<file path="src/rtl/uart_recv_b8.sv">
`timescale 1ns/1ps
`default_nettype none
// ============================================================================
// Module   : uart_recv_b8
// Purpose  : 8N1 UART receiver that collects eight consecutive bytes into a
//            64-bit word (byte k at bits [8k+7:8k]). A partial word is
//            dropped after TIMEOUT_BITS idle bit-times, and a bad stop bit
//            restarts assembly at slot 0.
// Ports    : sys_clk, sys_rst_n (async, active-low)
//            uart_rxd      serial input, idle high
//            uart_dout     last complete 64-bit word
//            uart_done     1-cycle pulse when uart_dout updates
//            rx_byte       last accepted byte
//            rx_byte_done  1-cycle pulse when rx_byte updates
//            rx_cnt        bytes collected in the current word (0..7)
//            rx_busy       bit receiver outside IDLE
//            frame_err     1-cycle pulse on a low stop bit
//            rx_timeout    1-cycle pulse when a partial word is discarded
// Revision : 1.0 - initial release
// ============================================================================
module uart_recv_b8 #(
  parameter int CLK_FREQ     = 100_000_000,
  parameter int UART_BPS     = 9600,
  parameter int TIMEOUT_BITS = 20
) (
  input  logic        sys_clk,
  input  logic        sys_rst_n,
  input  logic        uart_rxd,
  output logic [63:0] uart_dout,
  output logic        uart_done,
  output logic [7:0]  rx_byte,
  output logic        rx_byte_done,
  output logic [3:0]  rx_cnt,
  output logic        rx_busy,
  output logic        frame_err,
  output logic        rx_timeout
);

  localparam int BPS_CNT = CLK_FREQ / UART_BPS;
  localparam int BW      = (BPS_CNT > 1) ? $clog2(BPS_CNT) : 1;
  localparam int TMO_LIM = TIMEOUT_BITS * BPS_CNT;
  localparam int TW      = $clog2(TMO_LIM + 1);

  localparam logic [BW-1:0] BIT_LAST = BW'(BPS_CNT - 1);
  localparam logic [BW-1:0] BIT_MID  = BW'(BPS_CNT / 2);
  localparam logic [TW-1:0] TMO_LAST = TW'(TMO_LIM - 1);

  typedef enum logic [1:0] {
    IDLE  = 2'd0,
    START = 2'd1,
    DATA  = 2'd2,
    STOP  = 2'd3
  } state_t;

  state_t          state, next_state;
  logic            rxd_s1, rxd_s2, rxd_prev;
  logic [BW-1:0]   bit_cnt;
  logic [2:0]      bit_idx;
  logic [7:0]      shift;
  logic [63:0]     asm_buf;
  logic [TW-1:0]   idle_cnt;

  logic            start_edge, bit_mid, bit_last;
  logic            stop_smp, accept, bad_stop, idle_run, tmo_hit;

  // Synchronizer flops reset low: a line that is already low when reset is
  // released looks like "was low", so no falling edge can be seen until the
  // line has first gone high.
  always_ff @(posedge sys_clk or negedge sys_rst_n) begin
    if (!sys_rst_n) begin
      rxd_s1   <= 1'b0;
      rxd_s2   <= 1'b0;
      rxd_prev <= 1'b0;
    end else begin
      rxd_s1   <= uart_rxd;
      rxd_s2   <= rxd_s1;
      rxd_prev <= rxd_s2;
    end
  end

  assign start_edge = (state == IDLE) && rxd_prev && !rxd_s2;
  assign bit_mid    = (bit_cnt == BIT_MID);
  assign bit_last   = (bit_cnt == BIT_LAST);
  assign stop_smp   = (state == STOP) && bit_mid;
  assign accept     = stop_smp && rxd_s2;
  assign bad_stop   = stop_smp && !rxd_s2;
  assign idle_run   = (state == IDLE) && (rx_cnt != 4'd0);
  assign tmo_hit    = idle_run && (idle_cnt == TMO_LAST);
  assign rx_busy    = (state != IDLE);

  // FSM state register
  always_ff @(posedge sys_clk or negedge sys_rst_n) begin
    if (!sys_rst_n) state <= IDLE;
    else            state <= next_state;
  end

  // FSM next-state logic
  always_comb begin
    next_state = state;
    case (state)
      IDLE:  if (start_edge) next_state = START;
      START: begin
        if (bit_mid && rxd_s2) next_state = IDLE;   // false start
        else if (bit_last)     next_state = DATA;
      end
      DATA:  if (bit_last && (bit_idx == 3'd7)) next_state = STOP;
      STOP:  if (bit_mid) next_state = IDLE;          // leave early for back-to-back frames
      default: next_state = IDLE;
    endcase
  end

  // Bit timing and data shift register
  always_ff @(posedge sys_clk or negedge sys_rst_n) begin
    if (!sys_rst_n) begin
      bit_cnt <= '0;
      bit_idx <= 3'd0;
      shift   <= 8'd0;
    end else begin
      if (state == IDLE || next_state == IDLE) bit_cnt <= '0;
      else if (bit_last)                       bit_cnt <= '0;
      else                                     bit_cnt <= bit_cnt + 1'b1;

      if (state != DATA)  bit_idx <= 3'd0;
      else if (bit_last)  bit_idx <= bit_idx + 3'd1;

      if (state == DATA && bit_mid) shift <= {rxd_s2, shift[7:1]};
    end
  end

  // Idle counter: only runs while a partial word is waiting in IDLE; a start
  // edge restarts it unless expiry happens in that very cycle.
  always_ff @(posedge sys_clk or negedge sys_rst_n) begin
    if (!sys_rst_n)                             idle_cnt <= '0;
    else if (idle_run && !start_edge && !tmo_hit) idle_cnt <= idle_cnt + 1'b1;
    else                                        idle_cnt <= '0;
  end

  // Byte acceptance, word assembly and status pulses. Accept/frame error
  // happen only in STOP and timeout only in IDLE, so they are exclusive.
  always_ff @(posedge sys_clk or negedge sys_rst_n) begin
    if (!sys_rst_n) begin
      asm_buf      <= 64'd0;
      uart_dout    <= 64'd0;
      uart_done    <= 1'b0;
      rx_byte      <= 8'd0;
      rx_byte_done <= 1'b0;
      rx_cnt       <= 4'd0;
      frame_err    <= 1'b0;
      rx_timeout   <= 1'b0;
    end else begin
      uart_done    <= 1'b0;
      rx_byte_done <= 1'b0;
      frame_err    <= 1'b0;
      rx_timeout   <= 1'b0;
      if (accept) begin
        rx_byte      <= shift;
        rx_byte_done <= 1'b1;
        asm_buf[{rx_cnt[2:0], 3'b000} +: 8] <= shift;
        if (rx_cnt == 4'd7) begin
          uart_dout <= {shift, asm_buf[55:0]};
          uart_done <= 1'b1;
          rx_cnt    <= 4'd0;
        end else begin
          rx_cnt <= rx_cnt + 4'd1;
        end
      end else if (bad_stop) begin
        frame_err <= 1'b1;
        rx_cnt    <= 4'd0;
      end else if (tmo_hit) begin
        rx_timeout <= 1'b1;
        rx_cnt     <= 4'd0;
      end
    end
  end

endmodule
`default_nettype wire

</file>
<file path="config.mk">
export PLATFORM = sky130hd
export DESIGN_NAME = uart_recv_b8
export DESIGN_NICKNAME = d
export VERILOG_FILES = /design/src/rtl/uart_recv_b8.sv
export SDC_FILE = /design/constraint.sdc
export NUM_CORES = 1
export LEC_CHECK = 0
export ABC_AREA = 0
export CORE_UTILIZATION = 25
export DETAILED_ROUTE_END_ITERATION = 7
export GPL_ROUTABILITY_DRIVEN = 0
export HOLD_SLACK_MARGIN = 0.05
export SLEW_MARGIN = 15
export SYNTH_ARGS = -nofsm -noshare
export SYNTH_HDL_FRONTEND = slang
export SYNTH_SLANG_ARGS = --single-unit
</file>
<file path="constraint.sdc">
create_clock -name sys_clk -period 7 [get_ports sys_clk]
set_clock_uncertainty 0.1 [all_clocks]
set_input_delay 1.05 -clock sys_clk [delete_from_list [all_inputs] [get_ports sys_clk]]
set_output_delay 1.05 -clock sys_clk [all_outputs]
set_load 0.01 [all_outputs]
</file>
==> metrics.md <==
| Metric | Value |
|---|---|
| Outcome | `finished clean` |
| Crit path capture | `uart_dout[24]$_DFFE_PN0P_` |
| Register share of total power | `51.7%` |
| Boundary Pins | `84` |
| Placeable Area | `30,700 µm²` |
| Number of synthesized flops with an enable pin | `0` |
| CP Launch Type | `flip-flop` |
| Sw frac | `25.2%` |
| Synth cell types | `56` |
| TritonCTS Buffers | `17` |
| Root buf cell | `clkbuf_16` |
| Stages on the worst setup path | `7` |
| Setup TNS | `0 ns` |
| Routed len/inst | `16.1 µm` |
| Sequential area share after synthesis | `58.9%` |
| Total GRT Usage | `11.2%` |
| Static Leak | `4.37 nW` |
| Post-CTS Setup Inserts | `0` |
| Asr flop ratio synth | `100%` |
| Hold slack | `0.250 ns` |
| Final Hold Viols | `0` |
| FP Rows | `64` |
| Switching power | `0.536 mW` |
| DP Wirelength | `11,200 µm` |
| Fraction of layout cells with a size suffix above 1 | `27.3%` |
| Commonest non-fill, non-tap cell in the layout | `dfrtp_1` |
| Reg2reg setup slack | `3.46 ns` |
| Worst reg2reg path depth | `7` |
| Reg-to-Reg End | `uart_dout[24]$_DFFE_PN0P_` |
| First-pass GRT wire length | `27,100 µm` |
| Met1 GRT Util | `15.2%` |
| Max-Slew Margin vs Limit | `34.6%` |
| Clock latency on the worst-skew pair | `0.43 ns` |
| Grt total ovfl | `0` |
| Combinational Power Share | `4.5%` |
| Buffer and inverter count on the worst path | `2` |
| Die height | `179 µm` |
| Max Freq | `282 MHz` |
| Worst-path clk slew | `0.07 ns` |
| Placed cell count | `1,019` |
| Worst setup path start | `bit_cnt[0]$_DFF_PN0_` |
| Layout Cells excl Fill | `1,051` |
| Worst EP arrival | `3.76 ns` |
| PortBufs | `83` |
| Maxcap violations | `0` |
| Initial Util | `25.5%` |
| Ys flop type | `dfrtp_1` |
| Post-route minimum period | `3.54 ns` |
| Initial antenna violation count | `0` |
| Register bit total from synthesis | `184` |
| Mapped Nets | `573` |
| Drt initial violations | `260` |
| Mapped Avg Cell Area | `13.9 µm²` |
| P_int | `1.59 mW` |
| Slowest-stage cell, CP | `nor2_4` |
| Die width | `179 µm` |
| Final ANT Viol Nets | `0` |
| Antenna diode count | `0` |
| Cell Area, Synth | `7820 µm²` |
| Routed WL | `16,900 µm` |
| CP max FO | `45` |
| Total number of vias | `4,569` |
| Vias in the first global route | `4,664` |
| H-tree levels | `4` |
| CTS tree | `yes` |
| Maximum clock path buffer count | `2` |
| CP peak stage delay | `0.75 ns` |
| P&R area growth vs syn | `22.8%` |
| Hold depth | `0` |
| Critical Path, Cell by Cell | `inv_1, ha_1, nor4b_1, nand4_1, nor2_4, buf_4, mux2_2` |
| Most frequent cells in the layout | `184 x dfrtp_1, 94 x mux2_2, 82 x clkdlybuf4s50_1` |
| Crit end category | `flip-flop` |
| Critical path class | `reg -> reg` |
| Final nets | `653` |
| Met3 track demand over resource | `3.24%` |
| Worst Path Required | `7.22 ns` |
| Slew Viols, Final | `0` |
| Delay-heaviest family, CP | `simple AND/OR/NAND/NOR gates` |
| Cells after synthesis | `562` |
| DRC | `0` |
| Via density per instance | `4.35` |
| Worst Max-Slew Pin Slew | `0.980 ns` |
| Maximum VDD drop | `0.167 mV` |
| RSZ-0062 raised after global routing | `no` |
| Cts repair resizes | `0` |
| Final setup viols | `0` |
| Clock sinks | `184` |
| Clock share of power | `43.8%` |
| FF-to-FF Start | `bit_cnt[0]$_DFF_PN0_` |
| # hold bufs at CTS | `0` |
| Hold Crit Class | `reg -> reg` |
| Die area | `32,000 µm²` |
| PwrDens | `222 nW/µm²` |
| Dpl cell area | `9030 µm²` |
| Pin count of the biggest net entering global routing | `67` |
| GRT Max-Usage Layer | `met2` |
| First-pass DRT Iterations | `4` |
| Post-route cell area | `9610 µm²` |
| GR Util met2 | `17.3%` |
| Ys Warns | `0` |
| Final period utilization | `50.6%` |
==> cells in the mapped netlist (6+ instances only) <==
cell type	count	area share (%)
dfrtp_1	184	59
mux2_2	94	14
nor2_1	40	1.9
mux2_4	32	6.1
xnor2_1	18	2.0
nand3_1	17	1.1
inv_1	15	0.72
nand2_1	15	0.72
nand4_1	12	0.96
nor3_1	12	0.77
mux2_1	10	1.4
clkbuf_1	9	0.43
ha_1	8	1.3
xor2_1	8	0.90
buf_2	7	0.45
o21ai_0	7	0.45
a21oi_1	6	0.38
==> flip-flops by register name (all words and copies together) (netlist names), 2 cells and up <==
register,cells
bit_idx,3
rx_byte,8
idle_cnt,18
uart_dout,64
rx_cnt,4
asm_buf,56
bit_cnt,14
state,2
shift,8
==> power groups by stage <==
stage	Combinational [mW]	Sequential, mW	Clock [mW]
after floorplan	0.0617	1.12	0
after global placement	0.0964	1.12	0
after detailed placement	0.0980	1.12	0
after CTS	0.0988	1.10	0.965
after global routing	0.108	1.10	1.00
final	0.0953	1.10	0.933
==> per-layer routing <==
layer | part of all wire, % | vias to the layer above
met4 | 0.74 | 0
met2 | 46 | 88
met1 | 49 | 2316
met5 | 0 | -
li1 | - | 2152
met3 | 5.0 | 13
==> cells by family after synthesis <==
group                      Yosys count  synth area share [%]
xor gates and xnor gates            26                  2.91
AOI/OAI and AO/OA                   25                  2.14
muxes                              139                  21.5
buffers and inverters               40                  2.53
adders and majority gates            8                  1.28
DFF                                184                  58.9
and+or+nand+nor                    140                  10.8
==> final cells by class <==
cell class / count / area (µm²)
Timing Repair Buffer: 86 / 855
Clock inverter: 14 / 134
Clock buffer: 18 / 439
Fill cell: 3085 / 21100
Inverter: 15 / 56.3
Multi-Input combinational cell: 338 / 3020
Tap cell: 396 / 495
Sequential cell: 184 / 4600
==> worst min path at each step <==
stage | startpoint | end | slack, ns
after floorplan | rxd_s1$_DFF_PN0_ | rxd_s2$_DFF_PN0_ | 0.23
after CTS | rxd_s1$_DFF_PN0_ | rxd_s2$_DFF_PN0_ | 0.25
after detailed placement | rxd_s1$_DFF_PN0_ | rxd_s2$_DFF_PN0_ | 0.24
after global routing | rxd_s1$_DFF_PN0_ | rxd_s2$_DFF_PN0_ | 0.26
after global placement | rxd_s1$_DFF_PN0_ | rxd_s2$_DFF_PN0_ | 0.23
final | rxd_s1$_DFF_PN0_ | rxd_s2$_DFF_PN0_ | 0.25
==> per-stage QoR <==
stage | power [mW] | utilization (%) | worst slack [ns]
final | 2.13 | 31.3 | 3.46
after global routing | 2.22 | 31.3 | 3.21
after CTS | 2.16 | 31.3 | 3.37
after detailed placement | 1.22 | 29.5 | 3.36
after global placement | 1.22 | 29.5 | 3.51
after floorplan | 1.18 | - | 4.70
(Power assumes the default switching activity.)
